==> src/rtl/seq_divider.sv <==
// Iterative restoring unsigned divider: one quotient bit per cycle, MSB first,
// with valid/ready handshakes on the operand and result sides.
module seq_divider #(
  parameter int DW = 4,
  parameter int VW = 2
) (
  input  logic          clk,
  input  logic          rst_n,
  input  logic          in_valid,
  output logic          in_ready,
  input  logic [DW-1:0] dividend,
  input  logic [VW-1:0] divisor,
  output logic          out_valid,
  input  logic          out_ready,
  output logic [DW-1:0] quotient,
  output logic [VW-1:0] remainder,
  output logic          div_zero,
  output logic [1:0]    dbg_state
);

  // Handshake: a transfer happens on a rising edge where valid and ready are
  // both high; ready never depends combinationally on valid on either side.

  typedef enum logic [1:0] {
    IDLE = 2'd0,
    BUSY = 2'd1,
    DONE = 2'd2
  } state_e;

  localparam int CW = $clog2(DW + 1);

  state_e        state_q;
  logic [DW-1:0] dvd_q;
  logic [DW-1:0] quo_q;
  logic [VW-1:0] dvs_q;
  logic [VW-1:0] rem_q;
  logic [CW-1:0] cnt_q;
  logic          dz_q;

  logic [VW:0]   trial;
  logic [VW:0]   diff;
  logic          take;
  logic [VW-1:0] rem_d;
  logic [DW-1:0] quo_d;

  // The kept remainder is always below the divisor, so VW+1 bits hold the trial.
  always_comb begin
    trial = {rem_q, dvd_q[DW-1]};
    diff  = trial - {1'b0, dvs_q};
    take  = (trial >= {1'b0, dvs_q});
    rem_d = take ? diff[VW-1:0] : trial[VW-1:0];
    quo_d = (quo_q << 1) | DW'(take);
  end

  always_ff @(posedge clk or negedge rst_n) begin
    if (!rst_n) begin
      state_q   <= IDLE;
      in_ready  <= 1'b1;
      out_valid <= 1'b0;
      quotient  <= '0;
      remainder <= '0;
      div_zero  <= 1'b0;
      dvd_q     <= '0;
      quo_q     <= '0;
      dvs_q     <= '0;
      rem_q     <= '0;
      cnt_q     <= '0;
      dz_q      <= 1'b0;
    end else begin
      case (state_q)
        IDLE: begin
          if (in_valid) begin
            dvd_q    <= dividend;
            dvs_q    <= divisor;
            rem_q    <= '0;
            quo_q    <= '0;
            cnt_q    <= CW'(DW);
            dz_q     <= (divisor == '0);
            in_ready <= 1'b0;
            state_q  <= BUSY;
          end
        end
        BUSY: begin
          if (dz_q) begin
            // Zero divisor spends a single cycle here instead of iterating.
            quotient  <= '1;
            remainder <= '0;
            div_zero  <= 1'b1;
            out_valid <= 1'b1;
            state_q   <= DONE;
          end else begin
            dvd_q <= dvd_q << 1;
            rem_q <= rem_d;
            quo_q <= quo_d;
            cnt_q <= cnt_q - 1'b1;
            if (cnt_q == CW'(1)) begin
              quotient  <= quo_d;
              remainder <= rem_d;
              div_zero  <= 1'b0;
              out_valid <= 1'b1;
              state_q   <= DONE;
            end
          end
        end
        DONE: begin
          if (out_ready) begin
            out_valid <= 1'b0;
            in_ready  <= 1'b1;
            state_q   <= IDLE;
          end
        end
        default: begin
          out_valid <= 1'b0;
          in_ready  <= 1'b1;
          state_q   <= IDLE;
        end
      endcase
    end
  end

  assign dbg_state = state_q;

endmodule

==> config.mk <==
export PLATFORM = sky130hd
export DESIGN_NAME = seq_divider
export DESIGN_NICKNAME = d
export VERILOG_FILES = /design/src/rtl/seq_divider.sv
export SDC_FILE = /design/constraint.sdc
export NUM_CORES = 1
export LEC_CHECK = 0
export ABC_AREA = 1
export CORE_UTILIZATION = 51
export DETAILED_ROUTE_END_ITERATION = 8
export GPL_TIMING_DRIVEN = 0
export HOLD_SLACK_MARGIN = 0.03
export PLACE_DENSITY = 0.78
export REMOVE_ABC_BUFFERS = 1
export SLEW_MARGIN = 20
export SYNTH_ARGS = -nofsm -noshare
export SYNTH_HDL_FRONTEND = slang
export SYNTH_SLANG_ARGS = --single-unit
==> constraint.sdc <==
create_clock -name clk -period 1.5 [get_ports clk]
set_input_delay 0.15 -clock clk [delete_from_list [all_inputs] [get_ports clk]]
set_output_delay 0.15 -clock clk [all_outputs]
set_load 0.02 [all_outputs]
==> impl_metrics.ini <==
[run_status]
outcome = complete, no violations

[place]
dpl.cell_count = 181
place_area_um2 = 1430
port_buffers = 20
dp_hpwl_mm = 1.72
gp_congestion = 0.766

[synthesis]
synth_cells = 133
syn_area_per_cell_um2 = 9.01
yosysUniqueCellTypes = 23
synth_area_um2 = 1200
yosys_warnings = 0
seq_area_frac_synth_pct = 54.4
synth_seq_cells = 26

[sta]
post-route-min-period_ps = 1440
worst_pin_slew_ps = 573
final_hold_viol_count = 0
fin_crit_sh_pct = 96.1
hold_slack_ps = 337
slew_violations = 0
fmax_mhz = 694
finalClockSkew_ps = 11.4
relSlewSlack_pct = 61.8
grt_setup_unrepaired = false
setup_viol = 0

[final_layout]
seq_area_um2 = 652
drive_gt1_share_pct = 13.3
layout_commonest_cell = nand2_1
utilization_pct = 66.3
fin_cells = 186
n_fill_cell = 190
stdcell_area_um2 = 1470
multiInputGateArea_um2 = 490
num_antenna_cells = 0
final_nets = 173
final_cell_mix = 37 x nand2_1, 25 x dfrtp_1, 14 x nor2_1, 14 x clkdlybuf4s50_1, 10 x nand3_1
area_growth_pct = 22.3

[clock_network]
cts_made_buffers = 3
numClockSinks = 26
ctsHtreeMaxLevel = 1
clockBufferDepth = 2
clk_latency_ps = 320
cts_tree = built
ctsRootBufferMaster = clkbuf_4
postCtsSetupBuffers = 0
clk_pin_slew_ps = 140

[setup_path]
cp_num_cells = 1
critPathBufInv = 1
crit_chain = clkdlybuf4s50_1
worstSetupEndpointType = primary output
cp_slowest_cell = clkdlybuf4s50_1
crit_fanout = 2
startpoint = remainder[0]$_DFFE_PN0P_
max_stage_delay_ps = 600
reg2reg_from = dvs_q[1]$_DFFE_PN0P_
worst_setup_path_start_kind = flip-flop
crit_type = flip-flop to primary output
crit_arrival_ps = 1290
r2r_cells = 7
crit_family = buffers and inverters
worst-endpoint-required_ps = 1350

[grt]
grt.total_usage_pct = 21.3
antenna_found_initial = 0
grt_overflow_total = 0
grt_max_degree = 27
grt_pass1_wl_mm = 3.93
grt_pass1_vias = 922

[routing]
vias = 927
drt_iter0_drc = 9
routed_wl_mm = 2.24
wire_per_inst_um = 12.1
ant_nets = 0
drc = 0
via_per_inst = 4.98
first_pass_iters = 4

[power_and_ir_drop]
p_total_uw = 3180
power_density_nw_per_um2 = 2170
max-vdd-ir-drop_uv = 1170
leakagePower_uw = 0.000766

[floorplan]
core.rowCount = 17
initial_core_util_pct = 54.2
dieHeight_um = 50.5
die_w_um = 50.5
io_pins = 21
dieArea_um2 = 2550
core_um2 = 2210

[min_path]
hp-class = input pin to asynchronous set/reset pin

[job]
cap_violations = 0
==> registers in the layout, summed over array words and instances, names as in the netlist, 2 cells and up <==
signal,count
remainder,2
dbg_state,2
rem_q,2
cnt_q,3
quotient,4
quo_q,3
dvd_q,4
dvs_q,2
==> area by class of cell <==
cell class | instances | area share [%]
multi-input combinational | 92 | 33.4
inverter | 15 | 3.84
tap | 28 | 2.39
sequential | 26 | 44.5
timing repair buffer | 21 | 14.1
clock buffer | 4 | 1.79
==> cells in the mapped netlist (all sizes together) <==
cell type / instances / area (um2)
a21oi: 1 / 5.00
dfrtp: 25 / 626
dfstp: 1 / 26.3
ha: 4 / 50.1
inv: 15 / 56.3
nand2: 43 / 191
nand3: 11 / 67.6
nand3b: 1 / 7.51
nand4: 1 / 6.26
nor2: 17 / 81.3
nor3: 1 / 5.00
o21a: 1 / 7.51
o21ai: 7 / 35.0
o22ai: 3 / 18.8
or2: 1 / 6.26
xor2: 1 / 8.76
==> cell families (layout without fill, tap and decap cells) <==
kind of cell / count (synthesis) / in the layout / share of synthesized area [%]
simple gates: 75 / 75 / 30.5
flops: 26 / 26 / 54.4
buf+inv: 15 / 40 / 4.70
compound gates: 12 / 12 / 5.53
fa+ha+maj: 4 / 4 / 4.18
xor+xnor: 1 / 1 / 0.731
==> report_power, final <==
group          switching [uW]  internal, uW  total, uW  leakage, uW
sequential                189          1020       1210     0.000318
clock                     198           104        302    0.0000150
combinational            1030           630       1660     0.000433
total                    1420          1760       3180     0.000766
==> metal layers <==
layer | global-route usage, % | routed length [um] | share of wire [%] | up-vias
met3 | 3.64 | 54 | 2.4 | 2
li1 | - | - | - | 478
met4 | 9.72 | 17 | 0.76 | 0
met2 | 37.8 | 1150 | 51 | 14
met1 | 25.0 | 1020 | 45 | 433
met5 | 0 | 0 | 0 | -
==> repair_timing <==
item / in CTS / in global routing
hold buffers: 1 / 0
endpoints found under the setup margin: 3 / 2
gates cloned: 0 / 0
gates resized for setup: 3 / 2
endpoints found under the hold margin: 25 / 0
==> per-stage QoR <==
step	TNS [ps]	worst slack (ps)
after global routing	0	0.672
after global placement	-824	-33.5
after CTS	0	35.9
after floorplan	0	283
after detailed placement	0	138
final	0	58.4
==> worst paths after layout <==
kind                                        end  slack, ps
max                                remainder[0]         60
min                        quo_q[0]$_DFFE_PN0P_        340
max reg2reg                rem_q[1]$_DFFE_PN0P_        110
min reg2reg                dvd_q[0]$_DFFE_PN0P_        490
max in group asynchronous  in_ready$_DFFE_PN1P_        770
min in group clk           dvd_q[0]$_DFFE_PN0P_        370
Power figures use the tool's default switching activity.
